==> src/rtl/tank_input_pkg.sv <==
// Shared types and constants for the tank keyboard controller and downstream tank logic.
package tank_input_pkg;

  typedef enum logic [1:0] {
    StIdle,
    StCharge,
    StFire,
    StWaitRel
  } tic_state_t;

  localparam logic [7:0] KC_A     = 8'h04;
  localparam logic [7:0] KC_D     = 8'h07;
  localparam logic [7:0] KC_W     = 8'h1A;
  localparam logic [7:0] KC_S     = 8'h16;
  localparam logic [7:0] KC_SPACE = 8'h2C;

  localparam int unsigned CMD_WIDTH = 7;

endpackage

==> src/rtl/tank_input_ctrl_if.sv <==
// Keycode/frame inputs and tank command outputs between the input controller and game logic.
interface tank_input_ctrl_if;
  import tank_input_pkg::*;

  logic [7:0]           keycode;
  logic                 frame_tick;
  logic                 turn_active;
  logic                 fire_ack;
  logic                 move_left;
  logic                 move_right;
  logic [CMD_WIDTH-1:0] angle;
  logic [CMD_WIDTH-1:0] power;
  logic                 charging;
  logic                 fire_req;
  logic [CMD_WIDTH-1:0] fire_angle;
  logic [CMD_WIDTH-1:0] fire_power;

  modport master (
    input  keycode, frame_tick, turn_active, fire_ack,
    output move_left, move_right, angle, power, charging, fire_req, fire_angle, fire_power
  );

  modport slave (
    output keycode, frame_tick, turn_active, fire_ack,
    input  move_left, move_right, angle, power, charging, fire_req, fire_angle, fire_power
  );

endinterface

==> src/rtl/sat_counter.sv <==
// Saturating up/down counter: load > clear > inc > dec; never wraps past 0 or Max.
module sat_counter #(
  parameter int unsigned Width = 7,
  parameter int unsigned Max   = 90,
  parameter int unsigned Step  = 1,
  parameter int unsigned Init  = 0
) (
  input  logic             Clk,
  input  logic             Reset,
  input  logic             inc,
  input  logic             dec,
  input  logic             clear,
  input  logic             load,
  input  logic [Width-1:0] load_val,
  output logic [Width-1:0] count
);

  localparam logic [Width:0] MaxExt  = (Width+1)'(Max);
  localparam logic [Width:0] StepExt = (Width+1)'(Step);

  logic [Width:0]   sum;
  logic [Width-1:0] count_d;

  always_comb begin
    sum     = {1'b0, count} + StepExt;
    count_d = count;
    if (load) begin
      count_d = load_val;
    end else if (clear) begin
      count_d = '0;
    end else if (inc) begin
      // One extra bit so the overflow is visible before clamping.
      count_d = (sum > MaxExt) ? MaxExt[Width-1:0] : sum[Width-1:0];
    end else if (dec) begin
      count_d = ({1'b0, count} < StepExt) ? '0 : count - StepExt[Width-1:0];
    end
  end

  always_ff @(posedge Clk) begin
    if (Reset) count <= Width'(Init);
    else       count <= count_d;
  end

endmodule

==> src/rtl/tank_input_ctrl.sv <==
// Turns the registered HID keycode into move, aim, charge and fire commands for one tank.
module tank_input_ctrl
  import tank_input_pkg::*;
#(
  parameter int unsigned ANGLE_MAX  = 90,
  parameter int unsigned ANGLE_INIT = 45,
  parameter int unsigned POWER_MAX  = 100,
  parameter int unsigned POWER_STEP = 2
) (
  input logic          Clk,
  input logic          Reset,
  tank_input_ctrl_if.master bus
);

  tic_state_t           state_q, state_d;
  logic [7:0]           kc_q;
  logic                 move_left_q, move_right_q, move_left_d, move_right_d;
  logic                 charging_q, fire_req_q;
  logic [CMD_WIDTH-1:0] fire_angle_q, fire_power_q, angle, power;
  logic                 angle_inc, angle_dec, power_inc, power_clr, latch_fire;
  logic                 space;

  assign space = (kc_q == KC_SPACE);

  always_comb begin
    state_d      = state_q;
    move_left_d  = 1'b0;
    move_right_d = 1'b0;
    angle_inc    = 1'b0;
    angle_dec    = 1'b0;
    power_inc    = 1'b0;
    power_clr    = 1'b0;
    latch_fire   = 1'b0;
    unique case (state_q)
      StIdle: begin
        move_left_d  = bus.turn_active && (kc_q == KC_A);
        move_right_d = bus.turn_active && (kc_q == KC_D);
        angle_inc    = bus.frame_tick && (kc_q == KC_W);
        angle_dec    = bus.frame_tick && (kc_q == KC_S);
        if (bus.turn_active && space) begin
          state_d   = StCharge;
          power_clr = 1'b1;
        end
      end
      StCharge: begin
        // Losing the turn abandons the charge even if Space is released now.
        if (!bus.turn_active) begin
          state_d   = StIdle;
          power_clr = 1'b1;
        end else begin
          power_inc = bus.frame_tick;
          if (!space) begin
            state_d    = StFire;
            latch_fire = 1'b1;
          end
        end
      end
      StFire: begin
        if (bus.fire_ack) begin
          state_d   = StWaitRel;
          power_clr = 1'b1;
        end
      end
      StWaitRel: begin
        if (!space) state_d = StIdle;
      end
      default: state_d = StIdle;
    endcase
  end

  always_ff @(posedge Clk) begin
    if (Reset) begin
      state_q      <= StIdle;
      kc_q         <= '0;
      move_left_q  <= 1'b0;
      move_right_q <= 1'b0;
      charging_q   <= 1'b0;
      fire_req_q   <= 1'b0;
      fire_angle_q <= '0;
      fire_power_q <= '0;
    end else begin
      state_q      <= state_d;
      kc_q         <= bus.keycode;
      move_left_q  <= move_left_d;
      move_right_q <= move_right_d;
      charging_q   <= (state_d == StCharge);
      fire_req_q   <= (state_d == StFire);
      if (latch_fire) begin
        fire_angle_q <= angle;
        fire_power_q <= power;
      end
    end
  end

  sat_counter #(
    .Width (CMD_WIDTH),
    .Max   (ANGLE_MAX),
    .Step  (1),
    .Init  (ANGLE_INIT)
  ) u_angle (
    .Clk      (Clk),
    .Reset    (Reset),
    .inc      (angle_inc),
    .dec      (angle_dec),
    .clear    (1'b0),
    .load     (1'b0),
    .load_val ('0),
    .count    (angle)
  );

  sat_counter #(
    .Width (CMD_WIDTH),
    .Max   (POWER_MAX),
    .Step  (POWER_STEP),
    .Init  (0)
  ) u_power (
    .Clk      (Clk),
    .Reset    (Reset),
    .inc      (power_inc),
    .dec      (1'b0),
    .clear    (power_clr),
    .load     (1'b0),
    .load_val ('0),
    .count    (power)
  );

  assign bus.move_left  = move_left_q;
  assign bus.move_right = move_right_q;
  assign bus.angle      = angle;
  assign bus.power      = power;
  assign bus.charging   = charging_q;
  assign bus.fire_req   = fire_req_q;
  assign bus.fire_angle = fire_angle_q;
  assign bus.fire_power = fire_power_q;

endmodule
==> src/flat_wrapper.sv <==
// flat-port wrapper written by rule: the top's interface ports become plain ports
module tank_input_ctrl_flat import tank_input_pkg::*;
#(
  parameter int unsigned ANGLE_MAX  = 90,
  parameter int unsigned ANGLE_INIT = 45,
  parameter int unsigned POWER_MAX  = 100,
  parameter int unsigned POWER_STEP = 2
)
  (Clk, Reset, bus_keycode, bus_frame_tick, bus_turn_active, bus_fire_ack, bus_move_left, bus_move_right, bus_angle, bus_power, bus_charging, bus_fire_req, bus_fire_angle, bus_fire_power);
  tank_input_ctrl_if bus_i ();
  input logic Clk;
  input logic Reset;
  input wire logic [$bits(bus_i.keycode)-1:0] bus_keycode;
  input wire logic [$bits(bus_i.frame_tick)-1:0] bus_frame_tick;
  input wire logic [$bits(bus_i.turn_active)-1:0] bus_turn_active;
  input wire logic [$bits(bus_i.fire_ack)-1:0] bus_fire_ack;
  output wire logic [$bits(bus_i.move_left)-1:0] bus_move_left;
  output wire logic [$bits(bus_i.move_right)-1:0] bus_move_right;
  output wire logic [$bits(bus_i.angle)-1:0] bus_angle;
  output wire logic [$bits(bus_i.power)-1:0] bus_power;
  output wire logic [$bits(bus_i.charging)-1:0] bus_charging;
  output wire logic [$bits(bus_i.fire_req)-1:0] bus_fire_req;
  output wire logic [$bits(bus_i.fire_angle)-1:0] bus_fire_angle;
  output wire logic [$bits(bus_i.fire_power)-1:0] bus_fire_power;
  assign bus_i.keycode = bus_keycode;
  assign bus_i.frame_tick = bus_frame_tick;
  assign bus_i.turn_active = bus_turn_active;
  assign bus_i.fire_ack = bus_fire_ack;
  assign bus_move_left = bus_i.move_left;
  assign bus_move_right = bus_i.move_right;
  assign bus_angle = bus_i.angle;
  assign bus_power = bus_i.power;
  assign bus_charging = bus_i.charging;
  assign bus_fire_req = bus_i.fire_req;
  assign bus_fire_angle = bus_i.fire_angle;
  assign bus_fire_power = bus_i.fire_power;
  tank_input_ctrl #(.ANGLE_MAX(ANGLE_MAX), .ANGLE_INIT(ANGLE_INIT), .POWER_MAX(POWER_MAX), .POWER_STEP(POWER_STEP)) u_core (.Clk(Clk), .Reset(Reset), .bus(bus_i));
endmodule
==> config.mk <==
export PLATFORM = sky130hd
export DESIGN_NAME = tank_input_ctrl_flat
export DESIGN_NICKNAME = d
export VERILOG_FILES = /design/src/rtl/tank_input_pkg.sv /design/src/rtl/tank_input_ctrl_if.sv /design/src/rtl/sat_counter.sv /design/src/rtl/tank_input_ctrl.sv /design/src/flat_wrapper.sv
export SDC_FILE = /design/constraint.sdc
export NUM_CORES = 1
export LEC_CHECK = 0
export CAP_MARGIN = 25
export CORE_ASPECT_RATIO = 0.7
export CORE_MARGIN = 1.5
export CORE_UTILIZATION = 35
export DETAILED_ROUTE_END_ITERATION = 8
export GPL_TIMING_DRIVEN = 0
export PLACE_DENSITY = 0.62
export SLEW_MARGIN = 5
export SYNTH_ARGS = -nofsm -noshare
export SYNTH_HDL_FRONTEND = slang
export SYNTH_SLANG_ARGS = --single-unit
export TNS_END_PERCENT = 10
==> constraint.sdc <==
create_clock -name Clk -period 6 [get_ports Clk]
set_clock_uncertainty 0.2 [all_clocks]
set_input_delay 1.2 -clock Clk [delete_from_list [all_inputs] [get_ports Clk]]
set_output_delay 1.2 -clock Clk [all_outputs]
set_load 0.02 [all_outputs]
Word level (Yosys, flattened, before mapping)
Index checks and enable logic that the tools add are counted.
{"block": "word_totals", "inputBits": 13, "register_bits": 42, "wordCells": 58}
{"block": "classes", "n_mux": 22, "n_addsub": 3, "n_eq_ne": 10, "n_reduce_logical": 9, "n_bitwise": 1, "order_cmp": 3}
{"op": "$mux W7", "n": 5}
{"op": "$eq A8 B3 Y1 const B", "n": 2}
{"op": "$eq A8 B5 Y1 const B", "n": 2}
{"op": "$gt A8 B7 Y1 const B", "n": 2}
{"op": "$mux W1", "n": 10}
{"op": "$mux W2", "n": 5}
{"op": "$add A7 B1 Y8 const B", "n": 1}
{"op": "$add A7 B2 Y8 const B", "n": 1}
{"op": "$eq A8 B6 Y1 const B", "n": 1}
{"op": "$pmux W2 S4", "n": 1}
{"op": "$lt A7 B1 Y1 const B", "n": 1}
{"op": "$sub A7 B1 Y7 const B", "n": 1}
{"op": "$eq A2 B2 Y1 const B", "n": 3}
{"op": "$logic_and A1 B1 Y1", "n": 5}
{"op": "$eq A2 B1 Y1 const B", "n": 2}
{"op": "$reduce_or A2 Y1", "n": 2}
{"op": "$pmux W1 S3", "n": 1}
{"op": "$logic_not A2 Y1", "n": 1}
{"op": "$reduce_bool A2 Y1", "n": 1}
{"op": "$not A1 Y1", "n": 1}

Longest topological paths before layout
Gate-level depths: netlist of the first run.
{"block": "logic_depth", "depth_word": 5, "depth_mapped": 8}

Modules after synthesis
A second synthesis of the first run with hierarchy kept.
{"block": "hier_totals", "cells_unflattened": 327, "area_unflattened_um2": 2792.7}
{"module": "tank_input_ctrl", "area_each_um2": 1192.4, "n_inst": 1, "cells_each": 117}
{"module": "sat_counter (u_core.u_angle)", "area_each_um2": 912.1, "n_inst": 1, "cells_each": 119}
{"module": "sat_counter (u_core.u_power)", "area_each_um2": 688.2, "n_inst": 1, "cells_each": 91}

Worst setup path after synthesis of the first run
Ideal clock, no wire load.
{"block": "synth_timing", "kind": "input -> register", "start": "in bus_frame_tick", "end": "reg u_core.u_angle.count[5]", "arrival_time_ps": 2338, "path_stages": 6, "setup_slack_ps": 3327, "required_time_ps": 5665, "setup_ps": 135, "path_cell_list": "nand2_1 or4_4 a21o_4 o21bai_1 a22oi_1 o311ai_1"}
{"block": "synth_between", "elab_chain_cells": 3, "elab_cells_between_ends": 6}
{"item": "start: declaration", "line": "flat_wrapper.sv:14", "source": "input wire logic [$bits(bus_i.frame_tick)-1:0] bus_frame_tick;"}
{"item": "$logic_and A1 B1 Y1, on equally long branches", "line": "tank_input_ctrl.sv:38, tank_input_ctrl.sv:39"}
{"item": "$mux W1", "line": "tank_input_ctrl.sv:34", "source": "unique case (state_q)"}
{"item": "$mux W7 / $reduce_bool A2 Y1 (equally long branches)"}
{"item": "end signal: assignment", "line": "sat_counter.sv:40", "source": "if (Reset) count <= Width'(Init);"}
{"item": "end signal: assignment", "line": "sat_counter.sv:41", "source": "else count <= count_d;"}
{"item": "end: declaration", "line": "sat_counter.sv:15", "source": "output logic [Width-1:0] count"}
Parallel ways exist; a longest one is shown, timed or not.
A chain may end at the register's enable or synchronous reset.

Worst setup path after layout of the first run
Ends and elaborated chain as after synthesis.

==> results of run 1 <==
-- final cells by class --
| type | count | area share, % |
|---|---|---|
| tap | 72 | 3.45 |
| inverter | 7 | 1.01 |
| multi-input combinational | 199 | 43.1 |
| sequential | 40 | 30.7 |
| timing repair buffer | 41 | 15.7 |
| clock buffer | 8 | 3.45 |
| buffer | 16 | 2.59 |
-- logic make-up after synthesis --
| group | count (synthesis) | share of synthesized area, % |
|---|---|---|
| simple gates | 130 | 33.1 |
| compound gates | 58 | 17.3 |
| flops | 40 | 39.7 |
| buf+inv | 23 | 4.66 |
| fa+ha+maj | 4 | 2.48 |
| mux | 4 | 2.11 |
| other cells | 1 | 0.186 |
| xor+xnor | 1 | 0.435 |
-- path summary, 6_finish.rpt --
| path | endpoint | startpoint | cells after the start |
|---|---|---|---|
| setup / recovery | u_core.u_angle.count[5] | bus_frame_tick | 7 |
| hold / removal | u_core.bus.fire_power[2] | u_core.bus.fire_power[2] | 2 |
| setup reg to reg | u_core.u_angle.count[5] | u_core.u_angle.count[0] | 8 |
| hold reg to reg | u_core.bus.fire_power[2] | u_core.bus.fire_power[2] | 2 |
-- metal layers --
layer  global-route usage [%]  routed length (um)
met4                     6.16                  57
met5                        0                   0
met2                     23.0                2080
met3                     4.45                 328
met1                     26.7                2710
-- per-stage QoR --
step / hold slack, ps / instances / total power, uW / utilization (%)
6_report: 256 / 383 / 496 / 48.4
5_1_grt: 276 / 383 / 516 / 48.4
4_1_cts: 258 / 383 / 501 / 48.4
3_5_place_dp: 247 / 375 / 315 / 46.7
3_3_place_gp: 244 / 375 / 314 / 46.7
2_1_floorplan: 241 / 262 / 299 / -
-- sequential cells by signal, summed over array words and instances, names as in the netlist --
signal and cells:
u_core.bus.move_left 1, u_core.u_power.count 6, u_core.state_q 2, u_core.kc_q 8, u_core.bus.move_right 1, u_core.u_angle.count 7
u_core.bus.fire_power 6, u_core.bus.fire_angle 7, u_core.bus.fire_req 1, u_core.bus.charging 1
-- layout by cell type (no fill, tap or decap), types with 4 or more instances in the layout --
cell,instances
or3_1,4
a21oi_1,25
nand2b_1,6
clkdlybuf4s50_1,41
nor2_1,18
nand4_1,4
nor3_1,8
clkbuf_8,6
inv_1,7
ha_1,4
a31oi_1,8
dfxtp_1,40
nand3_1,12
nand2_1,42
clkbuf_1,16
o21ai_0,11
and3_1,6
nor2b_1,13
-- power by group through the flow --
stage / Clock (uW) / Sequential (uW) / Combinational, uW
finish: 187 / 272 / 36.6
global route: 204 / 273 / 39.7
CTS: 193 / 272 / 36.6
detailed placement: 0 / 279 / 36.4
global placement: 0 / 278 / 36.0
floorplan: 0 / 280 / 19.5
-- critical path, delay by kind of cell --
kind	cells	cell delay (ps)
AO/OA/AOI/OAI	3	430
buffers and inverters	1	510
AND/OR/NAND/NOR	3	920
==> flow_metrics.tcl, run 1 <==
set metrics [dict create \
    status "completed" \
    syn_inst 261 \
    pre_cts_ws_ps 2600 \
    tns_ps 0 \
    cpMaxStageDelayCell "clkdlybuf4s50_1" \
    wl_per_cell_um 13.5 \
    r2r_slack_ps 3350 \
    grt_max_degree 12 \
    power_leakage_uw 0.000912 \
    dieArea_um2 6230 \
    syn_to_final_growth_pct 29.5 \
    yosysWarningCount 0 \
    synth_top_area_share_pct 39.7 \
    p_per_area_nw_per_um2 190 \
    period_needed_ps 3110 \
    start_kind "input port" \
    drtPass1Iterations 4 \
    num_rows 22 \
    routabilityCongestion 0.926 \
    setup_viol 0 \
    grt_overflow 0 \
    cts_resized 0 \
    vias 2007 \
    crit_chain "clkdlybuf4s50_1 -> nand2_1 -> or4_4 -> nor2_2 -> o21bai_1 -> a22oi_1 -> o311ai_1" \
    boundaryPins 45 \
    seqCellArea_um2 801 \
    tightest_slew_ps 669 \
    cts_buffer_depth 2 \
    clk_latency_ps 290 \
    path_clk_slew_ps 80 \
    ant_nets 0 \
    timing.final.ws_setup_ps 2890 \
    fin_area_um2 2610 \
    num_antenna_cells 0 \
    synth.ff_latch_count 40 \
    core_area_um2 5400 \
    min_period_over_period_pct 51.9 \
    worst_ep_arrival_time_ps 3080 \
    cpPeakStageDelay_ps 510 \
    relSlewSlack_pct 55.0 \
    worstPathRequired_ps 5960 \
    max-vdd-ir-drop_uv 113 \
    multi_input_area_um2 1120 \
    power_switching_uw 115 \
    clkPwrFrac_pct 37.7 \
    post-route-drc-count 0 \
    drt-total-wl_um 5180 \
    drt_iter0_drc 162 \
    drv_cap 0 \
    cts_setup_buffers 0 \
    yosysTopAreaCell "dfxtp_1" \
    fmax_ghz 0.321 \
    netlist_area_um2 2020 \
    p_seq_share_pct 54.9 \
    comb_power_share_pct 7.4 \
    finalHoldViolCount 0 \
    cts_hold_buf 0 \
    synth_most_common_cell "nand2_1" \
    async_flop_share_pct 0 \
    ys.flop_type "dfxtp_1" \
    track_usage_pct 17.5 \
    criticalPathCategory "input port to flip-flop" \
    drive_gt1_share_pct 4.82 \
    n_fill_cell 552 \
    chipWidth_um 93.7 \
    drv_slew 0 \
    clkSinkCount 40 \
    htreeDepth 2 \
    cts_buffers 5 \
    start_util_pct 37.4 \
    antenna_found_initial 0 \
    dpl_cell_area_um2 2520 \
    p_int_uw 381 \
    ys_top_cells_by_area "dfxtp_1, nand2_1, a21oi_1, nor2b_1, nor2_1" \
    cts_root_buf "clkbuf_8" \
    switching_share_pct 23.2 \
    ys_types 44 \
    vias_per_cell 5.24 \
    synth-edff-count 0 \
    grt_pass1_vias 1631 \
    synthTopCellsByCount "nand2_1, dfxtp_1, a21oi_1, nor2_1, clkbuf_1" \
    cts_tree "built" \
    critPathMaxFanout 10 \
    rsz0062_at_grt "no" \
    place_hpwl_um 3890 \
    die_h_um 66.5 \
    port_buffers 41 \
    hold_class "flip-flop to flip-flop" \
    ys_seq_area_share_pct 39.7 \
    cp-end-kind "flip-flop" \
    grt_first_pass_wirelength_um 8360 \
    nNetsFinal 327 \
    synth.avg_cell_area_um2 7.72 \
]
(Power assumes the default switching activity.)
==> run 2: changes to the inputs <==
==> constraint.sdc (replaced) <==
create_clock -name Clk -period 3 [get_ports Clk]
set_clock_uncertainty 0.2 [all_clocks]
set_input_delay 0.6 -clock Clk [delete_from_list [all_inputs] [get_ports Clk]]
set_output_delay 0.6 -clock Clk [all_outputs]
set_load 0.02 [all_outputs]
==> results of run 2 <==
Same layout as run 1 (identical final DEF). Status: completed.
Among the figures that moved: setup slack after placement 2600 ps -> 195 ps; setup slack after layout 2890 ps -> 347 ps; start point of the critical path bus_frame_tick -> u_core.u_angle.count[0]; register-to-register setup slack 3350 ps -> 350 ps; total power 496 uW -> 992 uW; worst IR drop on VDD 113 uV -> 226 uV
